**src/rtl/mem_hier_pkg.sv**
```systemverilog
// Shared definitions for the memory hierarchy below the 2-way cache.
//  - Default line-address and data widths.
//  - Controller state encodings (IDLE, WB, FETCH, DONE, REARM).
//  - Bit positions inside the 3-bit request signature {hit_miss, is_write, wback}.
//  - needs_fetch(): decides whether a request requires a refill read.
package mem_hier_pkg;

  localparam int DEF_ADDR_W = 5;
  localparam int DEF_DATA_W = 3;

  localparam logic [2:0] ST_IDLE  = 3'd0;
  localparam logic [2:0] ST_WB    = 3'd1;
  localparam logic [2:0] ST_FETCH = 3'd2;
  localparam logic [2:0] ST_DONE  = 3'd3;
  localparam logic [2:0] ST_REARM = 3'd4;

  localparam int SIG_HIT = 2;
  localparam int SIG_WR  = 1;
  localparam int SIG_WB  = 0;

  // Only a read miss brings a line back from RAM.
  function automatic logic needs_fetch(input logic hit, input logic is_write);
    return !hit && !is_write;
  endfunction

endpackage

```
**src/rtl/ram_array.sv**
```systemverilog
// Backing RAM: 2^ADDR_W words of DATA_W bits, no reset on contents.
// Ports:
//  clock  in   system clock
//  we     in   write enable, write commits on the posedge where we=1
//  waddr  in   write address
//  wdata  in   write data
//  raddr  in   read address, sampled every posedge
//  rdata  out  registered read data (mem[raddr] as of the last posedge)
module ram_array #(
  parameter int ADDR_W = 5,
  parameter int DATA_W = 3
) (
  input  logic              clock,
  input  logic              we,
  input  logic [ADDR_W-1:0] waddr,
  input  logic [DATA_W-1:0] wdata,
  input  logic [ADDR_W-1:0] raddr,
  output logic [DATA_W-1:0] rdata
);

  logic [DATA_W-1:0] mem [2**ADDR_W];

  // Write-first forwarding: a read of the address being written on the same
  // edge returns the new word, so a refill right after a write-back sees it.
  always_ff @(posedge clock) begin
    if (we) mem[waddr] <= wdata;
    if (we && (waddr == raddr)) rdata <= wdata;
    else                        rdata <= mem[raddr];
  end

endmodule

```
**src/rtl/ram_refill_ctrl.sv**
```systemverilog
// Memory-side controller behind the 2-way cache. Accepts one request per miss
// or write-back, performs an optional dirty-line write-back, an optional refill
// read, then pulses done for one cycle. Keeps saturating miss/write-back counts.
// Ports:
//  clock       in   system clock
//  reset_n     in   asynchronous active-low reset
//  req_n       in   active-low request level, held low while the cache waits
//  sig         in   {hit_miss, is_write, wback}
//  fetch_addr  in   line address to refill
//  wb_addr     in   dirty victim address
//  wb_data     in   dirty victim data
//  rd_data     out  refill word, valid while done=1 and held afterwards
//  done        out  one-cycle completion pulse
//  busy        out  high whenever the FSM is not in IDLE
//  miss_cnt    out  read misses serviced, saturating
//  wb_cnt      out  write-backs performed, saturating
module ram_refill_ctrl
  import mem_hier_pkg::*;
#(
  parameter int ADDR_W = DEF_ADDR_W,
  parameter int DATA_W = DEF_DATA_W,
  parameter int RD_LAT = 2,
  parameter int WR_LAT = 2,
  parameter int CNT_W  = 8
) (
  input  logic              clock,
  input  logic              reset_n,
  input  logic              req_n,
  input  logic [2:0]        sig,
  input  logic [ADDR_W-1:0] fetch_addr,
  input  logic [ADDR_W-1:0] wb_addr,
  input  logic [DATA_W-1:0] wb_data,
  output logic [DATA_W-1:0] rd_data,
  output logic              done,
  output logic              busy,
  output logic [CNT_W-1:0]  miss_cnt,
  output logic [CNT_W-1:0]  wb_cnt
);

  localparam int MAX_LAT = (RD_LAT > WR_LAT) ? RD_LAT : WR_LAT;
  localparam int LAT_W   = $clog2(MAX_LAT + 1);
  localparam logic [LAT_W-1:0] RD_LAST = LAT_W'(RD_LAT - 1);
  localparam logic [LAT_W-1:0] WR_LAST = LAT_W'(WR_LAT - 1);
  localparam logic [CNT_W-1:0] CNT_MAX = '1;

  logic [2:0]        state;
  logic [LAT_W-1:0]  lat_cnt;
  logic              fetch_q;
  logic [ADDR_W-1:0] fetch_addr_q;
  logic [ADDR_W-1:0] wb_addr_q;
  logic [DATA_W-1:0] wb_data_q;
  logic              armed;
  logic              ram_we;
  logic [ADDR_W-1:0] ram_raddr;
  logic [DATA_W-1:0] ram_rdata;

  // The write commits on the final WB cycle only, so a reset before that edge
  // leaves RAM untouched.
  assign ram_we = (state == ST_WB) && (lat_cnt == WR_LAST);

  // In IDLE the RAM already looks at the incoming address so its registered
  // output is valid from the first FETCH cycle, even with RD_LAT=1.
  assign ram_raddr = (state == ST_IDLE) ? fetch_addr : fetch_addr_q;

  assign busy = (state != ST_IDLE);

  ram_array #(
    .ADDR_W(ADDR_W),
    .DATA_W(DATA_W)
  ) u_ram (
    .clock(clock),
    .we   (ram_we),
    .waddr(wb_addr_q),
    .wdata(wb_data_q),
    .raddr(ram_raddr),
    .rdata(ram_rdata)
  );

  // Main FSM. done is registered from the DONE state, so it rises one edge
  // after the RAM work finishes. 'armed' blocks acceptance of a request that
  // was already held low across reset until req_n has been seen high once.
  always_ff @(posedge clock or negedge reset_n) begin
    if (!reset_n) begin
      state        <= ST_IDLE;
      lat_cnt      <= '0;
      fetch_q      <= 1'b0;
      fetch_addr_q <= '0;
      wb_addr_q    <= '0;
      wb_data_q    <= '0;
      armed        <= 1'b0;
      rd_data      <= '0;
      done         <= 1'b0;
      miss_cnt     <= '0;
      wb_cnt       <= '0;
    end else begin
      done <= 1'b0;
      if (req_n) armed <= 1'b1;
      case (state)
        ST_IDLE: begin
          if (!req_n && armed) begin
            fetch_q      <= needs_fetch(sig[SIG_HIT], sig[SIG_WR]);
            fetch_addr_q <= fetch_addr;
            wb_addr_q    <= wb_addr;
            wb_data_q    <= wb_data;
            lat_cnt      <= '0;
            if (sig[SIG_WB])                              state <= ST_WB;
            else if (needs_fetch(sig[SIG_HIT], sig[SIG_WR])) state <= ST_FETCH;
            else                                          state <= ST_REARM;
          end
        end
        ST_WB: begin
          if (lat_cnt == WR_LAST) begin
            lat_cnt <= '0;
            if (wb_cnt != CNT_MAX) wb_cnt <= wb_cnt + CNT_W'(1);
            state <= fetch_q ? ST_FETCH : ST_DONE;
          end else begin
            lat_cnt <= lat_cnt + LAT_W'(1);
          end
        end
        ST_FETCH: begin
          if (lat_cnt == RD_LAST) begin
            lat_cnt <= '0;
            rd_data <= ram_rdata;
            if (miss_cnt != CNT_MAX) miss_cnt <= miss_cnt + CNT_W'(1);
            state <= ST_DONE;
          end else begin
            lat_cnt <= lat_cnt + LAT_W'(1);
          end
        end
        ST_DONE: begin
          done  <= 1'b1;
          state <= ST_REARM;
        end
        ST_REARM: begin
          if (req_n) state <= ST_IDLE;
        end
        default: state <= ST_IDLE;
      endcase
    end
  end

endmodule

```
**config.mk**
```make
export PLATFORM = sky130hd
export DESIGN_NAME = ram_refill_ctrl
export DESIGN_NICKNAME = d
export VERILOG_FILES = /design/src/rtl/mem_hier_pkg.sv /design/src/rtl/ram_array.sv /design/src/rtl/ram_refill_ctrl.sv
export SDC_FILE = /design/constraint.sdc
export NUM_CORES = 1
export LEC_CHECK = 0
export CAP_MARGIN = 0
export CORE_ASPECT_RATIO = 0.6
export CORE_MARGIN = 2
export CORE_UTILIZATION = 58
export DETAILED_ROUTE_END_ITERATION = 16
export PLACE_DENSITY_LB_ADDON = 0.08
export SLEW_MARGIN = 30
export SYNTH_ARGS = -nofsm -noshare
export SYNTH_HDL_FRONTEND = slang
export SYNTH_SLANG_ARGS = --single-unit
export TNS_END_PERCENT = 5
```
**constraint.sdc**
```tcl
create_clock -name clock -period 1.9 [get_ports clock]
set_input_delay 0.475 -clock clock [delete_from_list [all_inputs] [get_ports clock]]
set_output_delay 0.475 -clock clock [all_outputs]
set_load 0.05 [all_outputs]
```
### Word level (Yosys, flattened, before mapping)

Memory sizes are Yosys's and may differ from the RTL's. A register that Yosys moved wholly into a read port is not among the register bits.
Index checks and enable logic that the tools add are counted.

* output and inout port bits: 21
* memory bits (read-only): 0
* RAM bits: 96
* memories kept: 1
* input bits: 19
* bits in registers: 40
* bits in latches: 0
* word-level logic and storage cells: 57

* reduce and logical (&&, ||, !) cells: 16
* bitwise logic cells: 0
* add/subtract/negate cells: 3
* div/mod/pow operators: 0
* shifts and indexed selects: 0
* multiplexer cells: 15
* multipliers: 0
* order comparisons: 0
* equal/unequal tests: 11

Memories
* u_ram.mem: words 32, bits a word 3, rd ports 1, clocked after Yosys merged registers in 1, wr ports 1, RTL line ram_array.sv:21 `logic [DATA_W-1:0] mem [2**ADDR_W];`

Operators with widths (count)
* $mux W3: 6
* $add A8 B1 Y8 const B: 2
* $ne A8 B8 Y1 const B: 2
* $pmux W3 S5: 1
* $eq A3 B2 Y1 const B: 2
* $reduce_and A2 Y1: 3
* $reduce_and A3 Y1: 2
* $mux W5: 1
* $mux W1: 4
* $mux W2: 2
* $ne A2 B1 Y1 const B: 2
* $ne A2 B2 Y1 const B: 2
* $pmux W2 S2: 1
* $reduce_and A4 Y1: 1
* $eq A3 B1 Y1 const B: 1
* $eq A3 B3 Y1 const B: 1
* $logic_and A1 B1 Y1: 3
* $logic_not A1 Y1: 3
* $logic_not A3 Y1: 1
* $reduce_bool A3 Y1: 1
* $add A2 B1 Y2 const B: 1
* $eq A2 B1 Y1 const B: 1
* $reduce_bool A2 Y1: 1
* $reduce_or A2 Y1: 1

### Longest topological paths before layout

Gate-level depths: netlist (run 1).

* depth after elaboration: 6
* gate-level depth with buffers: 7
* mapped depth without buffers: 6

### Cells and area by module

Synthesis (run 1) repeated with hierarchy kept, for this count alone.

* cells, all modules: 349
* area total of the unflattened synthesis: 5884.4 sq um

Modules (own cells, without submodules)
* ram_array: instances 1, area each 3956.3 sq um, sequential area each 2982.9 sq um, cells each 187
* ram_refill_ctrl: instances 1, area each 1928.1 sq um, sequential area each 1001.0 sq um, cells each 162

### Least setup slack after synthesis (run 1)

Ideal clock, no wire load.

* path type: reg2reg
* from: register wb_cnt[0]
* to: register wb_cnt[7]
* slack: 8 ps
* buffers on the path: 0
* data arrival time: 1747 ps
* required time: 1755 ps
* period minus slack after synthesis: 1892 ps
* cell stages (with the launch flop): 7
* library setup time: 145 ps
* cell sequence: dfrtp_1 -> ha_1 -> nand3_1 -> o311a_2 -> nand4_1 -> nor3_1 -> xor2_1

* word-level cells in the longest chain between the ends: 2
* elaborated cells on any way between the ends: 3
* those cells by class: 1 x add/sub; 1 x eq/ne; 1 x reduce/logical

Ends and longest elaborated chain
* start, declared: RTL line ram_refill_ctrl.sv:37 `output logic [CNT_W-1:0] wb_cnt`
* start signal, assigned: RTL line ram_refill_ctrl.sv:114 `if (wb_cnt != CNT_MAX) wb_cnt <= wb_cnt + CNT_W'(1);`
* parallel branches: the longest is 2 deep, another holds $add A8 B1 Y8

Several ways; the timed one is not identified.
A chain may end at the register's enable or synchronous reset.

### Worst setup path after layout (run 1)

* from: register state[1]
* to: output busy

* word-level cells in the longest chain between the ends: 1

Ends and longest elaborated chain
* start, declared: RTL line ram_refill_ctrl.sv:46 `logic [2:0] state;`
* start signal, assigned: RTL line ram_refill_ctrl.sv:115 `state <= fetch_q ? ST_FETCH : ST_DONE;`
* $reduce_bool A3 Y1: RTL line ram_refill_ctrl.sv:65 `assign busy = (state != ST_IDLE);`
* end, declared: RTL line ram_refill_ctrl.sv:35 `output logic busy,`

Every way passes these cells.

==> results of run 1 <==
## routing by layer
metal	part of all wire [%]	GRT usage, %	vias to the layer above
met4	1.3	9.26	0
met5	0	0	-
met2	43	35.3	183
met3	9.8	7.20	20
li1	-	-	1668
met1	46	37.5	1812
## per-stage QoR
stage	power, uW	cells	utilization, %	area (um2)	TNS, ns
after floorplan	7260	399	-	5920	0
after global placement	8540	590	66.6	6580	0
after detailed placement	8640	590	66.6	6580	-0.203
after CTS	12000	625	72.9	7200	-0.0930
after global routing	12600	627	73.5	7260	-1.03
final	12100	627	73.5	7260	-0.0816
## critical path, delay by kind of cell, from the launching register on
kind	cells	cell delay, ns
flops	1	0.40
buf+inv	3	0.31
simple gates	2	0.36
## cell type report
cell class                      instances  share of cell area [%]
Sequential cell                       141                    54.9
Timing Repair Buffer                   78                    9.29
Multi-Input combinational cell        239                    25.3
Clock buffer                           18                    5.91
Clock inverter                         13                    2.05
Tap cell                              135                    2.33
Inverter                                3                   0.155
## synth_stat cells (2+ instances only)
library cell / instances / area share (%)
xor2_1: 6 / 0.89
buf_2: 5 / 0.42
clkbuf_1: 3 / 0.19
or3b_2: 2 / 0.30
a22oi_1: 12 / 1.5
inv_1: 3 / 0.19
a221oi_1: 3 / 0.44
ha_1: 2 / 0.42
mux2_2: 11 / 2.1
edfxtp_1: 96 / 49
a22o_1: 6 / 0.89
nor2b_1: 6 / 0.63
a21oi_1: 10 / 0.85
nand2b_1: 3 / 0.32
nand2_1: 14 / 0.89
buf_12: 2 / 0.68
mux2i_1: 48 / 8.1
nor2_1: 44 / 2.8
xnor2_1: 8 / 1.2
dfrtp_1: 40 / 17
a221oi_2: 3 / 0.76
mux2_1: 10 / 1.9
o21a_1: 3 / 0.38
buf_4: 2 / 0.25
and2_1: 2 / 0.21
buf_6: 3 / 0.57
o21ai_0: 6 / 0.51
dfxtp_1: 5 / 1.7
nand3b_1: 4 / 0.51
or2_2: 2 / 0.21
o22ai_1: 4 / 0.42
nand4_1: 6 / 0.63
o41ai_2: 3 / 0.82
nor3_1: 3 / 0.25
or3_1: 2 / 0.21
nand3_1: 6 / 0.51
## repair_timing
action                     4_1_cts  5_1_grt
gates resized for setup          5       17
hold buffers                     0        0
pin swaps                        2        1
setup endpoints to repair        1       14
buffers inserted                 4        2
## sequential cells by signal, indices dropped and copies added, names as in the netlist, named ones only
register and cells:
miss_cnt 8, wb_data_q 3, wb_addr_q 5, fetch_q 1, rd_data 3, done 1
wb_cnt 8, fetch_addr_q 5, lat_cnt 2, armed 1, u_ram.mem 96, state 3
## power groups by stage
| stage | Combinational (uW) | Sequential (uW) | Clock [uW] |
|---|---|---|---|
| 3_3_place_gp | 4060 | 4480 | 0 |
| 4_1_cts | 4310 | 4450 | 3280 |
| 3_5_place_dp | 4140 | 4500 | 0 |
| 6_report | 4420 | 4470 | 3250 |
| 2_1_floorplan | 2380 | 4880 | 0 |
| 5_1_grt | 4710 | 4530 | 3410 |
## cell families (layout without fill, tap and decap cells)
| family | Yosys count | in the layout | share of synthesized area (%) |
|---|---|---|---|
| DFF | 141 | 141 | 67.3 |
| xor gates and xnor gates | 14 | 14 | 2.07 |
| and+or+nand+nor | 100 | 100 | 8.45 |
| adders and majority gates | 2 | 2 | 0.423 |
| AOI/OAI and AO/OA | 54 | 54 | 7.23 |
| muxes | 69 | 69 | 12.1 |
| buffers and inverters | 19 | 112 | 2.43 |
## final timing paths
kind                            slack [ns]                  from                         to
worst max-delay path                 -0.08  state[1]$_DFFE_PN0P_                       busy
worst min-delay path                  0.11               reset_n    miss_cnt[3]$_DFFE_PN0P_
worst max register to register        0.01  state[1]$_DFFE_PN0P_  u_ram.mem[8][2]$_DFFE_PP_
worst min register to register        0.49     armed$_DFFE_PN0P_          armed$_DFFE_PN0P_
max in group asynchronous             1.40               reset_n     lat_cnt[1]$_DFFE_PN0P_
min in group clock                    0.49     armed$_DFFE_PN0P_          armed$_DFFE_PN0P_
==> key figures, run 1 <==
Setup path
  – Kind of critical path: reg2out
  – Crit-path slowest cell: dfrtp_1
  – CP most frequent cell: buf_6
  – Worst path max stage delay: 0.40 ns
  – Crit-path max FO: 2
  – Critical path arrival: 1.51 ns
  – Crit end category: output pin
  – Startpoint types: flip-flop
  – Crit-path cells: buf_6, or2_4, nor2_8, inv_2, buf_6
  – Depth of the worst register-to-register path: 6
  – WP data required: 1.42 ns

Drt
  – Initial detailed-routing violation count: approximately 380
  – Final wirelength: 12.8 mm
  – DR vias: 3,683
  – DR WL/cell: 20.4 um
  – DR pass1 iterations: 5
  – Routed Antenna Nets: 0
  – DR vias/cell: around 5.9
  – Remaining DRCs: 0

Pwr
  – Internal power: around 7900 uW
  – Lkg Pwr: 0.00278 uW
  – Combinational Power Share: between 30% and 40%
  – Cell area power density: 1670 mW/mm2
  – Power share of the clock group: 26.8%
  – Sw Pwr: 4200 uW
  – Sw Ratio: 34.6%
  – Reg power frac: a little under two fifths
  – VDD IR max: 1.15 mV

Cells and area
  – Share of layout cells above drive strength 1: 26.6%
  – Nets: between 500 and 600
  – # diodes: 0
  – Sequential cell area: 0.00399 mm2
  – Fillers: about 670
  – Synth-to-layout area growth: 22.6%
  – Most frequent cells in the layout: edfxtp_1 (96), buf_4 (54), mux2i_1 (48)
  – Commonest non-fill, non-tap cell in the layout: edfxtp_1
  – Multi-input logic area: about 0.0018 mm2

Outcome
  – Run status: complete, but fails checks
  – Failing checks: negative setup slack

STA
  – Fin Clk Skew: around 0.0079 ns
  – Part of the cycle the worst path needs: 104%
  – Final hold vios: 0
  – Final worst slack: -0.0816 ns
  – Rel. slew slack: a little over 60%
  – Fmax: 505 MHz
  – Worst slew pin tran: 0.566 ns
  – Slew Viols, Final: 0
  – Tmin final: ~2.0 ns
  – Hold slack: 0.110 ns
  – Setup violators final: 1
  – RSZ-0062 raised after global routing: true

CTS
  – Clk_lat worst skew: roughly 0.42 ns
  – Clock transition at path regs: 0.06 ns
  – TritonCTS clock tree: built
  – Clock buffer count from CTS: 17
  – Root Buffer: clkbuf_16
  – H-tree depth: 4
  – Clock Path Buffers: 2
  – Clock sink count: around 140

Global routing
  – Vias in the first global route: 3,493
  – Antenna violations before repair: 0
  – First-pass GRT wire length: roughly 20 mm
  – All-Layer GR Usage: 25.1%
  – Pin count of the biggest net entering global routing: 41
  – Grt ovf: 0

Yosys
  – Seq cells post-synth: 141
  – Syn Nets: 420
  – Ys flop type: edfxtp_1
  – Total number of yosys warnings: 0
  – Mapped Cells: 399
  – Post-synth EDFFs: 96
  – Post-synthesis sequential area ratio: between 60% and 70%
  – Syn avg cell area: 14.8 um2
  – Cell area after synthesis: around 0.006 mm2
  – Asr flop ratio synth: 28.4%
  – Yosys cell types: 47

Floorplan
  – Die Span Y: between 80 and 90 um
  – Boundary Pins: 40
  – Core ar.: 0.00988 mm2
  – Row count: 28
  – Die Area: 0.0111 mm2
  – Starting Density: 59.9%
  – Die X-Extent: 134 um

Placed design
  – Hpwl dp: 8.53 mm
  – Routability cong.: 0.851
  – Setup WS pre-CTS: -0.0302 ns
  – Number of I/O port buffers: 39

Job
  – Max_cap viols: 0

Min path
  – Hold Path Class: in2async
(Power assumes the default switching activity.)
==> run 2: changes to the inputs <==
CAP_MARGIN = 20   (was 0)
clock period = 2.05 ns   (was 1.9 ns; I/O delays follow)
==> key figures, run 2 (synthesis gave the netlist of run 1 again) <==
Drt
  – DR pass1 iterations: 5 (unchanged)
  – Final wirelength: 12.6 mm (-1.8%)
  – DR vias/cell: 5.85 (-0.40%)
  – DR vias: 3,598 (-2.3%)
  – Routed Antenna Nets: 0 (unchanged)
  – DR WL/cell: 20.4 um (about the same)
  – Initial detailed-routing violation count: 259 (-31%)
  – Remaining DRCs: 0 (unchanged)

Cells and area
  – Regs by FF count: u_ram.mem (96), miss_cnt (8), wb_cnt (8)
  – Commonest non-fill, non-tap cell in the layout: edfxtp_1
  – Most flops, register: u_ram.mem
  – Max reg flops: 96 (unchanged)
  – Synth-to-layout area growth: 22.1%
  – # diodes: 0 (unchanged)
  – Most frequent cells in the layout: edfxtp_1 (96), mux2i_1 (48), nor2_1 (44)
  – Nets: 488 (-2.6%)
  – Share of layout cells above drive strength 1: 21.0% (-5.6 points)

Pwr
  – Cell area power density: 1570 mW/mm2 (-5.9%)
  – VDD IR max: 0.931 mV (-19%)
  – Lkg Pwr: 0.00277 uW (-0.22%)

Placed design
  – Number of I/O port buffers: 39 (unchanged)
  – Routability cong.: 0.812 (-4.6%)
  – Hpwl dp: 8.39 mm (-1.7%)
  – Setup WS pre-CTS: -0.000451 ns (+0.0298 ns)

STA
  – Hold slack: 0.134 ns (+0.0235 ns)
  – Worst slew pin tran: 0.951 ns (+0.385 ns)
  – Final worst slack: 0.0215 ns (+0.103 ns)
  – Fin Clk Skew: 0.0237 ns (+0.0158 ns)
  – Tmin final: 2.03 ns
  – Slew Viols, Final: 0 (unchanged)
  – Setup violators final: 0 (-1)
  – Part of the cycle the worst path needs: 99.0%
  – RSZ-0062 raised after global routing: true
  – Fmax: around 490 MHz
  – Rel. slew slack: 36.4% (-26 points)
  – Final hold vios: 0 (unchanged)

Setup path
  – WP data required: 1.54 ns (+0.12 ns)
  – Startpoint types: flip-flop
  – Crit end category: output pin
  – Crit-path cells: buf_6, or2_4, nor2_8, inv_2, buf_8
  – Critical path arrival: 1.52 ns (about the same)
  – FF-to-FF setup slack: 0.09 ns (+0.08 ns)
  – Reg2reg end: rd_data[0]$_DFFE_PN0P_
  – Crit-path slowest cell: dfrtp_1
  – Kind of critical path: reg2out
  – Worst path max stage delay: 0.39 ns (about the same)
  – Depth of the worst register-to-register path: 6 (unchanged)
  – Crit-path max FO: 4 (+2)
  – Worst setup startpoint: state[1]$_DFFE_PN0P_
  – Critical path destination: busy

Global routing
  – Antenna violations before repair: 0 (unchanged)
  – Vias in the first global route: 3,516 (+0.66%)
  – Grt ovf: 0 (unchanged)
  – All-Layer GR Usage: 25.1% (-0.083 points)
  – Pin count of the biggest net entering global routing: 41 (unchanged)
  – First-pass GRT wire length: 19.7 mm (+0.46%)

CTS
  – Clk_lat worst skew: 0.44 ns (+0.02 ns)
  – Clock sink count: 141 (unchanged)
  – Clock Path Buffers: 2 (unchanged)
  – Root Buffer: clkbuf_16
  – H-tree depth: 4 (unchanged)
  – Clock transition at path regs: 0.06 ns (about the same)
  – TritonCTS clock tree: built
  – Clock buffer count from CTS: 17 (unchanged)

Floorplan
  – Die Area: 0.0111 mm2 (unchanged)
  – Core ar.: 0.00988 mm2 (unchanged)
  – Die X-Extent: 134 um (unchanged)
  – Die Span Y: 82.3 um (unchanged)
  – Row count: 28 (unchanged)
  – Boundary Pins: 40 (unchanged)
  – Starting Density: 59.9% (unchanged)

Min path
  – Hold Path Class: in2async

Job
  – Max_cap viols: 0 (unchanged)

Outcome
  – Run status: finished, final reports clean
[run 2: cell types whose count changed in the layout (fill, tap and decap cells not counted), moves of 2 or more]
cell / delta
bufinv_16: -2
clkbuf_1: +2
buf_4: -20
nor2_2: -14
clkinv_1: -4
dfrtp_1: -2
dlygate4sd2_1: +6
clkbuf_16: +7
nor2_1: +14
dfrtp_2: +2
[run 2: worst min path at each step]
stage / from / to / slack (ns) / cells past startpoint
finish: reset_n / miss_cnt[3]$_DFFE_PN0P_ / 0.13 / 2
global route: reset_n / miss_cnt[3]$_DFFE_PN0P_ / 0.18 / 2
CTS: reset_n / miss_cnt[3]$_DFFE_PN0P_ / 0.16 / 2
detailed placement: armed$_DFFE_PN0P_ / armed$_DFFE_PN0P_ / 0.47 / 1
global placement: fetch_addr_q[2]$_DFFE_PN0P_ / fetch_addr_q[2]$_DFFE_PN0P_ / 0.47 / 1
floorplan: reset_n / armed$_DFFE_PN0P_ / 0.22 / 0
[run 2: final cells by class]
class	count	area (um2)
clock buffer	27	612
timing repair buffer	65	601
tap	135	169
clock inverter	5	56.3
multi-input combinational	239	1800
inverter	3	11.3
fill	640	2650
sequential	141	3990
[run 2: routing by layer]
| layer | global-route usage, % | routed length, um | vias up |
|---|---|---|---|
| met5 | 0 | 0 | - |
| li1 | - | - | 1646 |
| met3 | 7.45 | 827 | 17 |
| met2 | 35.4 | 5500 | 121 |
| met4 | 9.37 | 151 | 0 |
| met1 | 37.0 | 6090 | 1814 |
[run 2: power by group]
part / switching (uW) / internal (uW) / leakage, uW
registers: 626 / 3730 / 0.00141
logic: 2060 / 1640 / 0.00104
clock network: 1160 / 2180 / 0.000326
total: 3840 / 7540 / 0.00277
[run 2: through the flow]
| stage | utilization, % | total power [uW] | instances | TNS [ns] | instance area [um2] |
|---|---|---|---|---|---|
| after floorplan | - | 6730 | 399 | 0 | 5920 |
| after CTS | 72.6 | 11300 | 608 | -0.0335 | 7180 |
| after global placement | 65.7 | 7820 | 575 | 0 | 6490 |
| after detailed placement | 65.7 | 7900 | 575 | -0.000451 | 6490 |
| after global routing | 73.2 | 11900 | 615 | -0.0331 | 7230 |
| final | 73.2 | 11400 | 615 | 0 | 7230 |
[run 2: worst max-delay path: cells and delay by family (launching register included)]
kind                   cells  cell delay [ns]
buffers and inverters      3             0.32
flip-flops                 1             0.39
AND/OR/NAND/NOR            2             0.37
[run 2: repair_timing]
action	CTS	global route
endpoints found under the hold margin	0	0
gates resized for setup	11	1
pin swaps	2	2
setup endpoints to repair	7	1
hold buffers	0	0
setup buffers	1	7
==> run 3: changes to the inputs <==
CORE_UTILIZATION = 61   (was 58)
CTS_BUF_LIST = sky130_fd_sc_hd__clkbuf_4 sky130_fd_sc_hd__clkbuf_8   (was not set)
==> key figures, run 3 (synthesis gave the netlist of run 1 again) <==
Pwr
  – Lkg Pwr: 0.00263 uW (-5.3%)
  – Cell area power density: 1480 mW/mm2 (-6.2%)
  – Overall Power: 10,300 uW (-9.8%)
  – VDD IR max: 1.29 mV (+38%)

CTS
  – Clk_lat worst skew: 0.43 ns (about the same)
  – Clock Path Buffers: 2 (unchanged)
  – Clock buffer count from CTS: 17 (unchanged)
  – H-tree depth: 4 (unchanged)
  – Clock transition at path regs: 0.08 ns (+0.02 ns)
  – Root Buffer: clkbuf_8
  – Clock sink count: 141 (unchanged)
  – TritonCTS clock tree: built

STA
  – RSZ-0062 raised after global routing: true
  – Fin Clk Skew: 0.00911 ns (-0.0146 ns)
  – Final hold vios: 0 (unchanged)
  – Final worst slack: -0.0162 ns (-0.0377 ns)
  – Fin Setup TNS: -0.0162 ns (-0.0162 ns)
  – Part of the cycle the worst path needs: 101% (+1.8 points)
  – Slew Viols, Final: 0 (unchanged)
  – Tmin final: 2.07 ns (+0.0377 ns)
  – Setup violators final: 1 (+1)
  – Rel. slew slack: 37.8% (+1.4 points)
  – Fmax: 484 MHz (-1.8%)
  – Worst slew pin tran: 0.929 ns (-0.0213 ns)

Cells and area
  – Most flops, register: u_ram.mem
  – Synth-to-layout area growth: 17.4%
  – # diodes: 0 (unchanged)
  – Commonest non-fill, non-tap cell in the layout: edfxtp_1
  – Regs by FF count: u_ram.mem (96), miss_cnt (8), wb_cnt (8)
  – Most frequent cells in the layout: edfxtp_1 (96), mux2i_1 (48), nor2_1 (43)
  – Max reg flops: 96 (unchanged)
  – Nets: 486 (-0.41%)
  – Share of layout cells above drive strength 1: 22.0% (+0.92 points)
  – Util after Layout: 74.8% (+1.6 points)

Setup path
  – Critical path arrival: 1.55 ns (+0.03 ns)
  – Reg2reg end: rd_data[0]$_DFFE_PN0P_
  – Startpoint types: flip-flop
  – FF-to-FF setup slack: 0.12 ns (+0.03 ns)
  – Critical path destination: busy
  – Kind of critical path: reg2out
  – Depth of the worst register-to-register path: 5 (-1)
  – Crit end category: output pin
  – Worst setup startpoint: state[1]$_DFFE_PN0P_
  – WP data required: 1.54 ns (about the same)
  – Crit-path max FO: 7 (+3)

Global routing
  – Pin count of the biggest net entering global routing: 41 (unchanged)
  – Antenna violations before repair: 0 (unchanged)
  – Vias in the first global route: 3,407 (-3.1%)
  – Grt ovf: 0 (unchanged)
  – All-Layer GR Usage: 24.3% (-0.71 points)
  – First-pass GRT wire length: 18.7 mm (-5.2%)

Placed design
  – Hpwl dp: 8.02 mm (-4.4%)
  – Routability cong.: 0.833 (+2.5%)
  – Number of I/O port buffers: 39 (unchanged)

Floorplan
  – Die Area: 0.0105 mm2 (-4.7%)
  – Boundary Pins: 40 (unchanged)
  – Die Span Y: 80.3 um (-2.4%)
  – Die X-Extent: 131 um (-2.4%)
  – Core ar.: 0.00929 mm2 (-6.0%)
  – Row count: 27 (-3.6%)
  – Starting Density: 63.7% (+3.8 points)

Outcome
  – Run status: complete, but fails checks
  – Failing checks: negative setup slack

Drt
  – Final wirelength: 11.9 mm (-5.5%)
  – Initial detailed-routing violation count: 347 (+34%)
  – DR vias/cell: 5.80 (-0.82%)
  – Remaining DRCs: 0 (unchanged)
  – DR vias: 3,528 (-1.9%)
  – Routed Antenna Nets: 0 (unchanged)
  – DR pass1 iterations: 4 (-1)
  – DR WL/cell: 19.5 um (-4.4%)

Job
  – Max_cap viols: 0 (unchanged)

Min path
  – Hold Path Class: in2async
## run 3: cell type report
class / count / area (um2)
Timing Repair Buffer: 63 / 556
Sequential cell: 141 / 3990
Tap cell: 130 / 163
Clock inverter: 15 / 198
Fill cell: 583 / 2340
Inverter: 3 / 11.3
Clock buffer: 17 / 234
Multi-Input combinational cell: 239 / 1800
## run 3: layer usage
| metal | vias to the layer above | global-route usage, % | share of wire (%) |
|---|---|---|---|
| met1 | 1748 | 37.3 | 49 |
| met4 | 0 | 9.46 | 1.2 |
| met2 | 126 | 34.5 | 44 |
| li1 | 1639 | - | - |
| met5 | - | 0 | 0 |
| met3 | 15 | 4.92 | 6.3 |
## run 3: worst min path at each step
stage	depth (start not counted)	slack, ns	endpoint
finish	2	0.14	miss_cnt[1]$_DFFE_PN0P_
floorplan	0	0.22	armed$_DFFE_PN0P_
CTS	2	0.14	miss_cnt[3]$_DFFE_PN0P_
global route	2	0.16	miss_cnt[1]$_DFFE_PN0P_
global placement	1	0.47	armed$_DFFE_PN0P_
detailed placement	1	0.48	fetch_addr_q[1]$_DFFE_PN0P_
## run 3: power breakdown
group | leakage (uW) | internal, uW | switching, uW
clock | 0.000200 | 1320 | 1050
combinational | 0.00102 | 1540 | 2090
sequential | 0.00141 | 3720 | 540
total | 0.00263 | 6580 | 3680
## run 3: what timing repair did
action | 4_1_cts | 5_1_grt
pin swaps | 2 | 1
setup endpoints to repair | 6 | 1
gates resized for setup | 6 | 6
hold buffers | 0 | 0
buffers inserted | 1 | 6
cloned | 0 | 0
## run 3: through the flow
step | hold slack [ns] | area [um2] | instances | setup WS, ns
finish | 0.138 | 6950 | 608 | -0.0162
global route | 0.163 | 6950 | 608 | -0.0775
CTS | 0.138 | 6890 | 602 | -0.101
detailed placement | 0.477 | 6450 | 569 | 0.0388
global placement | 0.465 | 6450 | 569 | 0.140
floorplan | 0.217 | 5920 | 399 | 0.158
## run 3: worst max-delay path, stage by stage (launching register included)
cell	delay (ns)
dfrtp_1	0.41
buf_6	0.14
or2_4	0.27
nor2_8	0.12
inv_2	0.04
buf_6	0.14
